**src/rtl/insn_fetch_unit_if.sv**
```systemverilog
// Instruction memory read port between the fetch unit and instruction memory.
//   imem_req   : read request, held until imem_ack
//   imem_addr  : read address, stable while a request is waiting for its ack
//   imem_ack   : read data valid this cycle (may coincide with the request rising)
//   imem_rdata : instruction word, sampled when imem_ack=1
// master = fetch unit, slave = memory.
interface insn_fetch_unit_if #(
  parameter int unsigned PC_WIDTH    = 32,
  parameter int unsigned INSTR_WIDTH = 32
);
  logic                   imem_req;
  logic [PC_WIDTH-1:0]    imem_addr;
  logic                   imem_ack;
  logic [INSTR_WIDTH-1:0] imem_rdata;

  modport master (
    output imem_req,
    output imem_addr,
    input  imem_ack,
    input  imem_rdata
  );

  modport slave (
    input  imem_req,
    input  imem_addr,
    output imem_ack,
    output imem_rdata
  );
endinterface

```
**src/rtl/insn_fetch_unit.sv**
```systemverilog
// Instruction fetch stage feeding the instruction converter.
// Generates sequential fetch addresses, runs a single-outstanding req/ack
// handshake with instruction memory, buffers up to two {pc, word} pairs and
// presents the head pair. The presented pair is frozen while stall_in=1.
// A redirect flushes buffered and in-flight fetches and restarts at
// redirect_pc (word-aligned).
//   clk, rst        : clock, asynchronous active-high reset
//   stall_in        : hold the presented instruction
//   redirect_valid  : one-cycle flush/restart pulse
//   redirect_pc     : restart address (two LSBs ignored)
//   imem            : instruction memory port (master side)
//   PC, instr       : presented instruction and its address
//   instr_valid     : PC/instr carry a real instruction
module insn_fetch_unit #(
  parameter int unsigned             PC_WIDTH    = 32,
  parameter int unsigned             INSTR_WIDTH = 32,
  parameter logic [PC_WIDTH-1:0]     RESET_PC    = '0,
  parameter logic [INSTR_WIDTH-1:0]  NOP_WORD    = 32'h6000_0000
) (
  input  logic                   clk,
  input  logic                   rst,
  input  logic                   stall_in,
  input  logic                   redirect_valid,
  input  logic [PC_WIDTH-1:0]    redirect_pc,
  insn_fetch_unit_if.master      imem,
  output logic [PC_WIDTH-1:0]    PC,
  output logic [INSTR_WIDTH-1:0] instr,
  output logic                   instr_valid
);

  typedef enum logic [1:0] {
    S_IDLE,
    S_REQ,
    S_DROP
  } state_t;

  state_t                 state_q, state_d;
  logic [PC_WIDTH-1:0]    fetch_pc_q, fetch_pc_d;
  logic [PC_WIDTH-1:0]    drop_addr_q;
  logic [1:0]             count_q, count_d;
  logic [PC_WIDTH-1:0]    buf_pc   [2];
  logic [INSTR_WIDTH-1:0] buf_word [2];

  logic                   valid;
  logic                   pop;
  logic                   push;
  logic                   enter_drop;
  logic [PC_WIDTH-1:0]    redirect_tgt;

  always_comb begin
    redirect_tgt = redirect_pc & ~PC_WIDTH'(3);
    valid        = (count_q != 2'd0);
    pop          = valid & ~stall_in & ~redirect_valid;
    push         = (state_q == S_REQ) & imem.imem_ack & ~redirect_valid;
    enter_drop   = (state_q == S_REQ) & redirect_valid & ~imem.imem_ack;
    if (redirect_valid) begin
      count_d = 2'd0;
    end else begin
      count_d = count_q + {1'b0, push} - {1'b0, pop};
    end
  end

  always_comb begin
    state_d    = state_q;
    fetch_pc_d = fetch_pc_q;
    unique case (state_q)
      S_IDLE: begin
        if (redirect_valid || (count_d < 2'd2)) begin
          state_d = S_REQ;
        end
      end
      S_REQ: begin
        if (redirect_valid) begin
          // An ack arriving with the redirect completes the old request,
          // so the new address can be issued immediately.
          state_d = imem.imem_ack ? S_REQ : S_DROP;
        end else if (imem.imem_ack) begin
          fetch_pc_d = fetch_pc_q + PC_WIDTH'(4);
          state_d    = (count_d < 2'd2) ? S_REQ : S_IDLE;
        end
      end
      S_DROP: begin
        if (!redirect_valid && imem.imem_ack) begin
          state_d = S_REQ;
        end
      end
      default: state_d = S_IDLE;
    endcase
    if (redirect_valid) begin
      fetch_pc_d = redirect_tgt;
    end
  end

  always_ff @(posedge clk or posedge rst) begin
    if (rst) begin
      state_q     <= S_IDLE;
      fetch_pc_q  <= RESET_PC;
      drop_addr_q <= RESET_PC;
      count_q     <= 2'd0;
    end else begin
      state_q    <= state_d;
      fetch_pc_q <= fetch_pc_d;
      count_q    <= count_d;
      // Memory still sees the abandoned address until its ack arrives,
      // while fetch_pc already holds the redirect target.
      if (enter_drop) begin
        drop_addr_q <= fetch_pc_q;
      end
    end
  end

  // Two-entry buffer, entry 0 is always the head.
  always_ff @(posedge clk or posedge rst) begin
    if (rst) begin
      buf_pc[0]   <= '0;
      buf_pc[1]   <= '0;
      buf_word[0] <= '0;
      buf_word[1] <= '0;
    end else if (push) begin
      if (pop) begin
        if (count_q == 2'd2) begin
          buf_pc[0]   <= buf_pc[1];
          buf_word[0] <= buf_word[1];
          buf_pc[1]   <= fetch_pc_q;
          buf_word[1] <= imem.imem_rdata;
        end else begin
          buf_pc[0]   <= fetch_pc_q;
          buf_word[0] <= imem.imem_rdata;
        end
      end else if (count_q == 2'd0) begin
        buf_pc[0]   <= fetch_pc_q;
        buf_word[0] <= imem.imem_rdata;
      end else begin
        buf_pc[1]   <= fetch_pc_q;
        buf_word[1] <= imem.imem_rdata;
      end
    end else if (pop) begin
      buf_pc[0]   <= buf_pc[1];
      buf_word[0] <= buf_word[1];
    end
  end

  always_comb begin
    imem.imem_req  = (state_q != S_IDLE);
    imem.imem_addr = (state_q == S_DROP) ? drop_addr_q : fetch_pc_q;
    instr_valid    = valid;
    PC             = valid ? buf_pc[0]   : fetch_pc_q;
    instr          = valid ? buf_word[0] : NOP_WORD;
  end

endmodule

```
**src/flat_wrapper.sv**
```systemverilog
// flat-port wrapper written by rule: the top's interface ports become plain ports
module insn_fetch_unit_flat 
#(
  parameter int unsigned             PC_WIDTH    = 32,
  parameter int unsigned             INSTR_WIDTH = 32,
  parameter logic [PC_WIDTH-1:0]     RESET_PC    = '0,
  parameter logic [INSTR_WIDTH-1:0]  NOP_WORD    = 32'h6000_0000
)
  (clk, rst, stall_in, redirect_valid, redirect_pc, PC, instr, instr_valid, imem_imem_req, imem_imem_addr, imem_imem_ack, imem_imem_rdata);
  insn_fetch_unit_if #(.PC_WIDTH(PC_WIDTH), .INSTR_WIDTH(INSTR_WIDTH)) imem_i ();
  input  logic clk;
  input  logic rst;
  input  logic stall_in;
  input  logic redirect_valid;
  input  logic [PC_WIDTH-1:0] redirect_pc;
  output logic [PC_WIDTH-1:0] PC;
  output logic [INSTR_WIDTH-1:0] instr;
  output logic instr_valid;
  output wire logic [$bits(imem_i.imem_req)-1:0] imem_imem_req;
  output wire logic [$bits(imem_i.imem_addr)-1:0] imem_imem_addr;
  input wire logic [$bits(imem_i.imem_ack)-1:0] imem_imem_ack;
  input wire logic [$bits(imem_i.imem_rdata)-1:0] imem_imem_rdata;
  assign imem_imem_req = imem_i.imem_req;
  assign imem_imem_addr = imem_i.imem_addr;
  assign imem_i.imem_ack = imem_imem_ack;
  assign imem_i.imem_rdata = imem_imem_rdata;
  insn_fetch_unit #(.PC_WIDTH(PC_WIDTH), .INSTR_WIDTH(INSTR_WIDTH), .RESET_PC(RESET_PC), .NOP_WORD(NOP_WORD)) u_core (.clk(clk), .rst(rst), .stall_in(stall_in), .redirect_valid(redirect_valid), .redirect_pc(redirect_pc), .imem(imem_i), .PC(PC), .instr(instr), .instr_valid(instr_valid));
endmodule
```
**config.mk**
```make
export PLATFORM = sky130hd
export DESIGN_NAME = insn_fetch_unit_flat
export DESIGN_NICKNAME = d
export VERILOG_FILES = /design/src/rtl/insn_fetch_unit_if.sv /design/src/rtl/insn_fetch_unit.sv /design/src/flat_wrapper.sv
export SDC_FILE = /design/constraint.sdc
export NUM_CORES = 1
export LEC_CHECK = 0
export CAP_MARGIN = 20
export CORE_UTILIZATION = 55
export CTS_BUF_LIST = sky130_fd_sc_hd__clkbuf_8
export DETAILED_ROUTE_END_ITERATION = 6
export DONT_BUFFER_PORTS = 1
export PLACE_DENSITY_LB_ADDON = 0.12
export SLEW_MARGIN = 20
export SYNTH_ARGS = -nofsm -noshare
export SYNTH_HDL_FRONTEND = slang
export SYNTH_SLANG_ARGS = --single-unit
```
**constraint.sdc**
```tcl
create_clock -name clk -period 6.6 [get_ports clk]
set_input_delay 0.99 -clock clk [delete_from_list [all_inputs] [get_ports clk]]
set_output_delay 0.99 -clock clk [all_outputs]
set_load 0.005 [all_outputs]
```
* Word level (Yosys, flattened, before mapping) *
Index checks and enable logic that the tools add are counted.

storage, ports and cells
  input port bits = 69
  output and inout port bits = 98
  register bits after elaboration = 196
  word-level logic and storage cells = 72

cells by class
  $add $sub $neg = 3
  equal/unequal tests = 8
  bitwise gates (word level) = 9
  mux-type cells = 28
  reductions and logical operators = 15
  $lt $le $gt $ge = 1

operators with widths
  cell                                                                      number
  32-bit two-way mux                                                        18
  64-bit two-way mux                                                        2
  32-bit by 3-bit adder with 32-bit output (second input constant)          1
  2-bit two-way mux                                                         6
  2-bit nonzero test                                                        6
  1-bit bitwise AND                                                         6
  2-bit by 1-bit inequality test with 1-bit output (second input constant)  3
  2-bit one-hot mux with 3 select lines                                     1
  3-bit AND reduction                                                       2
  2-bit equality test (second input constant)                               2
  2-bit zero test                                                           2
  2-bit AND reduction                                                       2
  3-bit inequality test (second input constant)                             1
  1-bit NOT                                                                 3
  2-bit by 1-bit adder with 2-bit output                                    1
  2-bit by 1-bit equality test with 1-bit output (second input constant)    1
  2-bit < comparator (second input constant)                                1
  2-bit inequality test (second input constant)                             1
  2-bit by 1-bit subtractor with 2-bit output                               1
  1-bit logical AND                                                         1
  1-bit zero test                                                           1
  1-bit logical OR                                                          1
  1-bit two-way mux                                                         1

* Depth between registers and ports, before layout *
Gate-level depths: netlist (run 1).

  depth after elaboration = 11
  gate-level depth with buffers = 8
  mapped depth without buffers = 6

* Worst setup path before layout (run 1) *
OpenSTA, ideal clock, no wires.

  kind = in2reg
  from = in redirect_valid
  to = reg u_core.drop_addr_q[11]
  stages = 5
  path slack = 4.084 ns
  data required time = 6.475 ns
  setup time = 0.125 ns
  arrival time = 2.391 ns
  cells stage by stage = clkbuf_1 -> inv_1 -> nor4_1 -> buf_2 -> mux2_2

on the way
  longest elaborated chain between the ends = 2

ends and longest elaborated chain
  item                            RTL line                text
  start, declared                 flat_wrapper.sv:14      input logic redirect_valid;
  1-bit bitwise AND (2 in a row)  insn_fetch_unit.sv:55   enter_drop = (state_q == S_REQ) & redirect_valid & ~imem.imem_ack;
  end signal, assigned            insn_fetch_unit.sv:107  drop_addr_q <= fetch_pc_q;
  end, declared                   insn_fetch_unit.sv:39   logic [PC_WIDTH-1:0] drop_addr_q;

Every way passes these cells.
A chain may end at the register's enable or synchronous reset.

* Worst setup path after layout (run 1) *
  from = reg u_core.count_q[0]
  to = out PC[3]

on the way
  longest elaborated chain between the ends = 2

ends and longest elaborated chain
  item                    RTL line                text
  start, declared         insn_fetch_unit.sv:40   logic [1:0] count_q, count_d;
  start signal, assigned  insn_fetch_unit.sv:103  count_q <= count_d;
  2-bit nonzero test      insn_fetch_unit.sv:52   valid = (count_q != 2'd0);
  32-bit two-way mux      insn_fetch_unit.sv:147  PC = valid ? buf_pc[0] : fetch_pc_q;
  end, declared           flat_wrapper.sv:16      output logic [PC_WIDTH-1:0] PC;

Every way passes these cells.

==> out/metrics.json, run 1 <==
{
  "synthCells": 839,
  "place.gp.congestion": 0.763,
  "fin_tns_setup_ns": 0,
  "crit_arrival_ns": 2.59,
  "hold_violations": 0,
  "drt-initial-drc-count": 363,
  "detail-route-antenna-nets": 0,
  "io_pins": 167,
  "design.core.area_sq_um": 16600,
  "post_route_cells_drive_above_1_share": 0.243,
  "cts.reportedPaths.clkPinSlew_ns": 0.09,
  "worst_slew_pin_slew_ns": 0.855,
  "layout.core_utilization": 0.586,
  "cap_violations": 0,
  "die-area_sq_um": 17600,
  "critical_path_class": "flop to output pin",
  "maxSlewHeadroom": 0.430,
  "worst_path_dominant_cell_family": "buffers and inverters",
  "total_power_density_per_cell_area_nw_per_um2": 347,
  "hold-worst-slack_ns": 0.491,
  "synth.yosys.seq_area_share": 0.500,
  "drt_pre_antenna_iters": 4,
  "grt_setup_unrepaired": "no",
  "vdd_drop_max_mv": 0.166,
  "critical_path_cell_count": 4,
  "final_cell_mix": "188 x sky130_fd_sc_hd__dfrtp_1, 144 x sky130_fd_sc_hd__mux2_2, 84 x sky130_fd_sc_hd__nor2_1",
  "final_max_slew_viol_count": 0,
  "highest_layer": "met4",
  "critical_path.reg2reg.endpoint": "u_core.buf_word[43]",
  "m1WireLength_um": 8450,
  "finish.net_count": 860,
  "overflow": 0,
  "initial_antenna_violation_count": 0,
  "post_cts_setup_buffer_count": 0,
  "finalCritPeriodShare": 0.542,
  "maxClockFrequency_mhz": 280,
  "crit_path_top_delay_cell": "sky130_fd_sc_hd__inv_2",
  "vias_cell": 6.09,
  "fp.dieH_um": 133,
  "grt_usage": 0.246,
  "max-clock-path-buffers": 2,
  "cp_max_fo": 42,
  "synth_enable_flop_cells": 0,
  "async_set_reset_flop_share_out_of_synthesis": 1.00,
  "crit_path_end_kind": "output pin",
  "post_cts.resized_instances": 0,
  "ys_seq_elements": 188,
  "clock-root-buffer": "sky130_fd_sc_hd__clkbuf_8",
  "timing.hold.worst.class": "input pin to asynchronous set/reset pin",
  "antenna_cells": 0,
  "regToRegStartpoint": "u_core.count_q[0]",
  "drt_drc_violations_left": 0,
  "finalCriticalPeriod_ns": 3.58,
  "avg_wl_per_cell_um": 20.2,
  "required_time_of_the_critical_path_ns": 5.61,
  "critical_path.n_buffers_inverters": 2,
  "clock_tree_from_tritoncts": "built",
  "cts-buffers-inserted": 17,
  "outcome": "finished clean",
  "row_count": 47,
  "leakage_power_figure_nw": 3.95,
  "detailroute.via_count": 6226,
  "clock_latency_ns": 0.46,
  "post_synth_num_cell_types": 48,
  "timing.critical_path.cells": "nor2_1 > inv_2 > buf_4 > mux2_2",
  "timing.final.setup_violations": 0,
  "dpl.hpwl_um": 13300,
  "r2r_cells": 6,
  "maximum_cell_stage_delay_along_the_critical_path_ns": 0.52,
  "cts.hold.buffers_added": 0,
  "dominantRegCellSynth": "sky130_fd_sc_hd__dfrtp_1",
  "grt_max_degree": 110,
  "cts_htree_levels": 4,
  "die_x_um": 133,
  "synth-warning-count": 0,
  "port-buffer-count": 0,
  "synthToLayoutAreaGrowth_pct": 3.66,
  "clock_sink_count": 188,
  "syn_avg_cell_area_sq_um": 11.2,
  "first_global_vias": 6384,
  "r2r_setup_slack_ns": 3.71,
  "finClkSkew_ns": 0.00765,
  "layout_commonest_cell": "sky130_fd_sc_hd__dfrtp_1",
  "wirelength_um": 20600,
  "grt_first_pass_wirelength_um": 33600,
  "route.met2.wl_um": 10100,
  "floorplan.initialDensity": 0.565,
  "dr_wl_met3_um": 1600,
  "kind_of_launch_point_of_the_worst_setup_path": "flop",
  "synth.cell_area_sq_um": 9410
}
==> metrics by stage <==
| stage | std cells | area [sq um] | power [W] | worst slack (ns) |
|---|---|---|---|---|
| final | 1022 | 9750 | 0.00339 | 3.02 |
| after global routing | 1022 | 9750 | 0.00362 | 2.86 |
| after CTS | 1022 | 9750 | 0.00342 | 2.98 |
| after detailed placement | 990 | 9380 | 0.00270 | 3.44 |
| after global placement | 989 | 9350 | 0.00262 | 3.51 |
| after floorplan | 842 | 9420 | 0.00250 | 0.496 |
==> per-layer routing <==
metal  vias up  global-route usage
met3        26              0.0774
met4         0              0.0926
met5         -                   0
met1      3171               0.304
met2       178               0.405
li1       2851                   -
==> area by class of cell <==
| class | instances | area [sq um] |
|---|---|---|
| repair buffers | 9 | 91.3 |
| well taps | 220 | 275 |
| clock inverters | 13 | 104 |
| fillers | 1428 | 6890 |
| multi-input cells | 563 | 4270 |
| inverters | 10 | 45.0 |
| flip-flops and latches | 188 | 4700 |
| clock buffers | 19 | 262 |
==> Yosys cell counts (2+ instances only) <==
cell                            count  share of area
sky130_fd_sc_hd__nand2_1           28          0.011
sky130_fd_sc_hd__buf_4             12         0.0096
sky130_fd_sc_hd__mux2_2           144           0.17
sky130_fd_sc_hd__o21ai_0           21          0.011
sky130_fd_sc_hd__clkbuf_1          25          0.010
sky130_fd_sc_hd__nor2b_1            3         0.0020
sky130_fd_sc_hd__or4_1             21          0.017
sky130_fd_sc_hd__buf_2             28          0.015
sky130_fd_sc_hd__a31oi_1           17          0.011
sky130_fd_sc_hd__xor2_1             2         0.0019
sky130_fd_sc_hd__a21oi_1           64          0.034
sky130_fd_sc_hd__o31ai_1           15          0.012
sky130_fd_sc_hd__nand4_1           10         0.0067
sky130_fd_sc_hd__ha_1               2         0.0027
sky130_fd_sc_hd__buf_1              9         0.0036
sky130_fd_sc_hd__xnor2_1            7         0.0065
sky130_fd_sc_hd__nand2b_1           2         0.0013
sky130_fd_sc_hd__and2_1            31          0.021
sky130_fd_sc_hd__nor2_1            84          0.034
sky130_fd_sc_hd__o211ai_1           3         0.0024
sky130_fd_sc_hd__inv_1              9         0.0036
sky130_fd_sc_hd__nand3_1           14         0.0075
sky130_fd_sc_hd__mux2_1             4         0.0048
sky130_fd_sc_hd__mux2i_1           63          0.067
sky130_fd_sc_hd__dfrtp_1          188           0.50
sky130_fd_sc_hd__dlygate4sd3_1      2         0.0021
sky130_fd_sc_hd__buf_6              3         0.0036
sky130_fd_sc_hd__nor3_1             2         0.0011
sky130_fd_sc_hd__or3_1              7         0.0047
==> worst register-to-register path, delay by kind of cell, from the launching register on <==
family                 cells  cell delay (ns)
AOI/OAI and AO/OA          2             0.75
buffers and inverters      2             1.28
DFF                        1             0.49
and+or+nand+nor            2             0.29
==> worst max path at each step <==
stage,start,to,slack [ns]
4_1_cts,u_core.count_q[0],PC[3],2.98
5_1_grt,u_core.count_q[0],PC[3],2.86
3_5_place_dp,imem_imem_ack,u_core.buf_word[43],3.44
3_3_place_gp,imem_imem_ack,u_core.buf_word[56],3.51
2_1_floorplan,rst,u_core.buf_pc[10],0.50
6_report,u_core.count_q[0],PC[3],3.02
==> kinds of logic after synthesis <==
| family | share of synthesized area |
|---|---|
| flip-flops | 0.500 |
| AO/OA/AOI/OAI | 0.0778 |
| other | 0.000399 |
| AND/OR/NAND/NOR | 0.116 |
| XOR/XNOR | 0.00838 |
| multiplexers | 0.244 |
| adder cells (fa/ha/maj) | 0.00266 |
| buffers and inverters | 0.0499 |
==> sequential cells by signal, summed over array words and instances, names as in the netlist <==
register / count
u_core.count_q: 2
u_core.state_q: 2
u_core.buf_pc: 60
u_core.buf_word: 64
u_core.fetch_pc_q: 30
u_core.drop_addr_q: 30
==> report_power, final <==
group | switching [W] | internal, W | total [W]
clock | 0.000401 | 0.000314 | 0.000715
sequential | 0.000262 | 0.00158 | 0.00185
combinational | 0.000389 | 0.000439 | 0.000828
total | 0.00105 | 0.00234 | 0.00339
(Power assumes the default switching activity.)
==> run 2, diff against run 1 <==
==> constraint.sdc (replaced) <==
create_clock -name clk -period 3.2 [get_ports clk]
set_input_delay 0.48 -clock clk [delete_from_list [all_inputs] [get_ports clk]]
set_output_delay 0.48 -clock clk [all_outputs]
set_load 0.005 [all_outputs]
==> out/metrics.json, run 2 (synthesis results as in run 1) <==
{
  "hold_violations": 0,
  "cp_max_fo": 34,
  "layout_commonest_cell": "sky130_fd_sc_hd__dfrtp_1",
  "outcome": "finished clean",
  "die-area_sq_um": 17600,
  "finalCritPeriodShare": 0.914,
  "place_inst": 1000,
  "synthToLayoutAreaGrowth_pct": 5.36,
  "detail-route-antenna-nets": 0,
  "first_global_vias": 6145,
  "worst_path_dominant_cell_family": "buffers and inverters",
  "floorplan.initialDensity": 0.565,
  "grt_setup_unrepaired": "no",
  "regMostFlops": "u_core.buf_word",
  "finalCriticalPeriod_ns": 2.92,
  "cts-buffers-inserted": 17,
  "finish.net_count": 871,
  "max-clock-path-buffers": 2,
  "grt_util_met3": 0.0732,
  "timing.final.setup_violations": 0,
  "post_cts_setup_buffer_count": 0,
  "critical_path.n_buffers_inverters": 2,
  "place.gp.congestion": 0.765,
  "port-buffer-count": 0,
  "hold-worst-slack_ns": 0.0966,
  "grt_usage": 0.244,
  "total_power_density_per_cell_area_nw_per_um2": 721,
  "leakage_power_figure_nw": 4.03,
  "vias_cell": 6.00,
  "critical_path_class": "flop to output pin",
  "biggestRegsByFlops": "u_core.buf_word x64, u_core.buf_pc x60",
  "final.fill_count": 1369,
  "detailroute.via_count": 6203,
  "stdcell_count": 1033,
  "grt_max_degree": 67,
  "die_x_um": 133,
  "grt.busiest_layer": "met2",
  "maxSlewHeadroom": 0.513,
  "clock_latency_ns": 0.46,
  "grt_first_pass_wirelength_um": 33300,
  "clock_sink_count": 188,
  "holdPathStages": 1,
  "finClkSkew_ns": 0.0142,
  "antenna_cells": 0,
  "crit_arrival_ns": 2.44,
  "final_cell_mix": "188 x sky130_fd_sc_hd__dfrtp_1, 144 x sky130_fd_sc_hd__mux2_2, 84 x sky130_fd_sc_hd__nor2_1",
  "initial_antenna_violation_count": 0,
  "grt.met2_usage": 0.395,
  "largest_reg_flops": 64,
  "timing.hold.worst.class": "input pin to flop",
  "maxClockFrequency_mhz": 342,
  "post_cts.resized_instances": 0,
  "detailed_place.area_sq_um": 9480,
  "required_time_of_the_critical_path_ns": 2.72,
  "final_max_slew_viol_count": 0,
  "avg_wl_per_cell_um": 20.1,
  "cts_htree_levels": 4,
  "worst_slew_pin_slew_ns": 0.729,
  "drt-initial-drc-count": 289,
  "clock-root-buffer": "sky130_fd_sc_hd__clkbuf_8",
  "cts.reportedPaths.clkPinSlew_ns": 0.09,
  "vdd_drop_max_mv": 0.399,
  "maximum_cell_stage_delay_along_the_critical_path_ns": 0.57,
  "cap_violations": 0,
  "design.core.area_sq_um": 16600,
  "overflow": 0,
  "row_count": 47,
  "crit_path_end_kind": "output pin",
  "fin_tns_setup_ns": 0,
  "timing.critical_path.cells": "nor2_1 > inv_2 > buf_4 > mux2_2",
  "r2r_cells": 5,
  "globalRouteMet1Util": 0.311,
  "fp.dieH_um": 133,
  "post_route_cells_drive_above_1_share": 0.255,
  "drt_pre_antenna_iters": 5,
  "drt_drc_violations_left": 0,
  "dpl.hpwl_um": 13800,
  "critical_path_cell_count": 4,
  "kind_of_launch_point_of_the_worst_setup_path": "flop",
  "crit_path_top_delay_cell": "sky130_fd_sc_hd__inv_2",
  "clock_tree_from_tritoncts": "built",
  "io_pins": 167,
  "postLayoutCellArea_sq_um": 9910,
  "wirelength_um": 20700
}
run 2: report_power, final:
part	total [W]	internal (W)	switching, W
logic	0.00172	0.000923	0.000799
clock network	0.00162	0.000798	0.000823
registers	0.00380	0.00327	0.000539
run 2: layout make-up:
| cell class | instances | area (sq um) | share of cell area |
|---|---|---|---|
| Clock buffer | 22 | 303 | 0.0306 |
| Timing Repair Buffer | 20 | 203 | 0.0205 |
| Inverter | 10 | 41.3 | 0.00417 |
| Tap cell | 220 | 275 | 0.0278 |
| Sequential cell | 188 | 4700 | 0.475 |
| Clock inverter | 10 | 115 | 0.0116 |
| Multi-Input combinational cell | 563 | 4270 | 0.431 |
run 2: final timing paths:
check                                          start  slack (ns)                      to
min in group asynchronous                        rst        0.59  u_core.drop_addr_q[28]
worst min register to register     u_core.buf_pc[26]        0.50       u_core.buf_pc[26]
worst min-delay path                  redirect_valid         0.1       u_core.count_q[0]
worst max-delay path               u_core.count_q[0]        0.28                   PC[3]
worst max register to register  u_core.fetch_pc_q[3]        0.69   u_core.fetch_pc_q[18]
max in group asynchronous                        rst        1.86   u_core.drop_addr_q[5]
run 2: metrics by stage:
step	total power [W]	setup slack, ns	util
2_1_floorplan	0.00516	0.300	-
3_3_place_gp	0.00542	0.714	0.570
3_5_place_dp	0.00559	0.700	0.570
4_1_cts	0.00722	0.222	0.595
5_1_grt	0.00763	0.108	0.595
6_report	0.00715	0.276	0.595
run 2: routing by layer:
| layer | vias to the layer above | routed length (um) |
|---|---|---|
| li1 | 2876 | - |
| met1 | 3117 | 8640 |
| met2 | 186 | 10200 |
| met3 | 24 | 1590 |
| met4 | 0 | 330 |
| met5 | - | 0 |
run 2: worst register-to-register path, cell delays in order, from the launching register on:
cell and delay (ns):
sky130_fd_sc_hd__dfrtp_1 0.55, sky130_fd_sc_hd__ha_1 0.38, sky130_fd_sc_hd__nand4b_2 0.31, sky130_fd_sc_hd__or4_1 0.64, sky130_fd_sc_hd__or3_1 0.39, sky130_fd_sc_hd__a31oi_1 0.17
run 2: what timing repair did:
item                       in CTS  in global routing
setup endpoints to repair       0                  0
hold endpoints to repair       21                  0
hold buffers                    1                  0
==> run 3, diff against run 2 <==
--- a/config.mk
+++ b/config.mk
@@ -6,7 +6,7 @@
 export NUM_CORES = 1
 export LEC_CHECK = 0
 export CAP_MARGIN = 20
-export CORE_UTILIZATION = 55
+export CORE_UTILIZATION = 30
 export CTS_BUF_LIST = sky130_fd_sc_hd__clkbuf_8
 export DETAILED_ROUTE_END_ITERATION = 6
 export DONT_BUFFER_PORTS = 1
==> out/metrics.json, run 3 (synthesis results as in run 1) <==
{
  "clock_latency_ns": 0.49,
  "stdcell_count": 1208,
  "overflow": 0,
  "post_cts_setup_buffer_count": 0,
  "hold_path_startpoint": "redirect_valid",
  "largest_reg_flops": 64,
  "max-clock-path-buffers": 2,
  "port-buffer-count": 0,
  "final_max_slew_viol_count": 0,
  "crit_arrival_ns": 2.32,
  "drt_drc_violations_left": 57,
  "outcome": "complete, but fails checks",
  "place.gp.congestion": 0.766,
  "share_clk_of_total_power": 0.238,
  "initial_antenna_violation_count": 3,
  "io_pins": 167,
  "final_cell_mix": "188 x sky130_fd_sc_hd__dfrtp_1, 144 x sky130_fd_sc_hd__mux2_2, 84 x sky130_fd_sc_hd__nor2_1",
  "clock_tree_from_tritoncts": "built",
  "avg_wl_per_cell_um": 19.6,
  "kind_of_launch_point_of_the_worst_setup_path": "flop",
  "timing.final.setup_violations": 0,
  "required_time_of_the_critical_path_ns": 2.72,
  "fin_tns_setup_ns": 0,
  "wirelength_um": 23700,
  "maxSlewHeadroom": 0.544,
  "design.core.area_sq_um": 30700,
  "place_inst": 1174,
  "cts-buffers-inserted": 17,
  "finalCriticalPeriod_ns": 2.80,
  "cap_violations": 0,
  "clock-root-buffer": "sky130_fd_sc_hd__clkbuf_8",
  "detail-route-antenna-nets": 0,
  "critical_path_class": "flop to output pin",
  "regMostFlops": "u_core.buf_word",
  "crit_path_end_kind": "output pin",
  "biggestRegsByFlops": "u_core.buf_word x64, u_core.buf_pc x60",
  "finish.net_count": 870,
  "grt_max_degree": 107,
  "first_global_vias": 6225,
  "cts_htree_levels": 4,
  "cts.reportedPaths.clkPinSlew_ns": 0.12,
  "worst_slew_pin_slew_ns": 0.685,
  "drt_pre_antenna_iters": 7,
  "power.switching_w": 0.00224,
  "hold-worst-slack_ns": 0.0886,
  "post_route_cells_drive_above_1_share": 0.255,
  "total_power_w": 0.00725,
  "pwr-share-comb": 0.240,
  "die_x_um": 179,
  "die-area_sq_um": 32100,
  "maxClockFrequency_mhz": 357,
  "leakage_power_figure_nw": 4.02,
  "hold_violations": 0,
  "power_switching_share": 0.309,
  "grt_setup_unrepaired": "no",
  "setup.worst_path.start": "u_core.count_q[0]",
  "finalCritPeriodShare": 0.875,
  "violations_in_the_final_reports": "DRC",
  "drt-initial-drc-count": 316,
  "cp_max_fo": 43,
  "grt_first_pass_wirelength_um": 37100,
  "detailed_place.area_sq_um": 9710,
  "clock_sink_count": 188,
  "dpl.hpwl_um": 15500,
  "row_count": 64,
  "vdd_drop_max_mv": 0.408,
  "finClkSkew_ns": 0.0215,
  "synthToLayoutAreaGrowth_pct": 8.06,
  "total_power_density_per_cell_area_nw_per_um2": 713,
  "grt_usage": 0.154,
  "layout_commonest_cell": "sky130_fd_sc_hd__dfrtp_1",
  "fp.dieH_um": 179,
  "detailroute.via_count": 6102,
  "timing.hold.worst.class": "input pin to flop",
  "vias_cell": 5.05,
  "regToRegStartpoint": "u_core.fetch_pc_q[11]",
  "power_frac_seq": 0.523,
  "floorplan.initialDensity": 0.306,
  "internal-power_w": 0.00501,
  "postLayoutCellArea_sq_um": 10200
}
## run 3: layout make-up
| type | instances | area (sq um) |
|---|---|---|
| sequential | 188 | 4700 |
| tap | 396 | 495 |
| clock buffer | 19 | 262 |
| multi-input combinational | 563 | 4270 |
| antenna | 1 | 2.50 |
| clock inverter | 12 | 163 |
| inverter | 10 | 43.8 |
| fill | 3148 | 20600 |
| timing repair buffer | 19 | 223 |
## run 3: repair_timing
action	4_1_cts	5_1_grt
setup endpoints to repair	0	14
hold buffers	2	0
resized for setup	0	2
endpoints found under the hold margin	2	0
## run 3: routing by layer
layer,global-route usage,vias up,routed length (um)
li1,-,2879,-
met1,0.193,3057,9990
met2,0.246,145,11300
met3,0.0592,17,2190
met4,0.0445,4,237
met5,0,-,25
## run 3: path summary, 6_finish.rpt
path,slack [ns],endpoint,cells after the start
max in group asynchronous,2.01,u_core.drop_addr_q[7],3
max,0.40,PC[31],4
min in group asynchronous,0.62,u_core.buf_pc[24],3
min,0.09,u_core.fetch_pc_q[8],1
min reg2reg,0.50,u_core.buf_pc[27],1
max reg2reg,0.69,u_core.fetch_pc_q[30],4
## run 3: metrics by stage
stage               utilization  setup WS (ns)
finish                    0.331          0.400
global route              0.330          0.206
CTS                       0.330         0.0183
detailed placement        0.316          0.596
global placement          0.316          0.640
floorplan                     -          0.300
## run 3: power groups by stage
stage | Combinational (W) | Sequential (W) | Clock, W
3_3_place_gp | 0.00172 | 0.00380 | 0
2_1_floorplan | 0.00153 | 0.00363 | 0
5_1_grt | 0.00197 | 0.00393 | 0.00189
6_report | 0.00174 | 0.00379 | 0.00172
3_5_place_dp | 0.00178 | 0.00384 | 0
4_1_cts | 0.00179 | 0.00380 | 0.00181
## run 3: worst max-delay path, stage by stage (launching register included)
cell,delay [ns]
sky130_fd_sc_hd__dfrtp_1,0.50
sky130_fd_sc_hd__nor2_1,0.17
sky130_fd_sc_hd__inv_4,0.44
sky130_fd_sc_hd__buf_4,0.33
sky130_fd_sc_hd__mux2_2,0.38
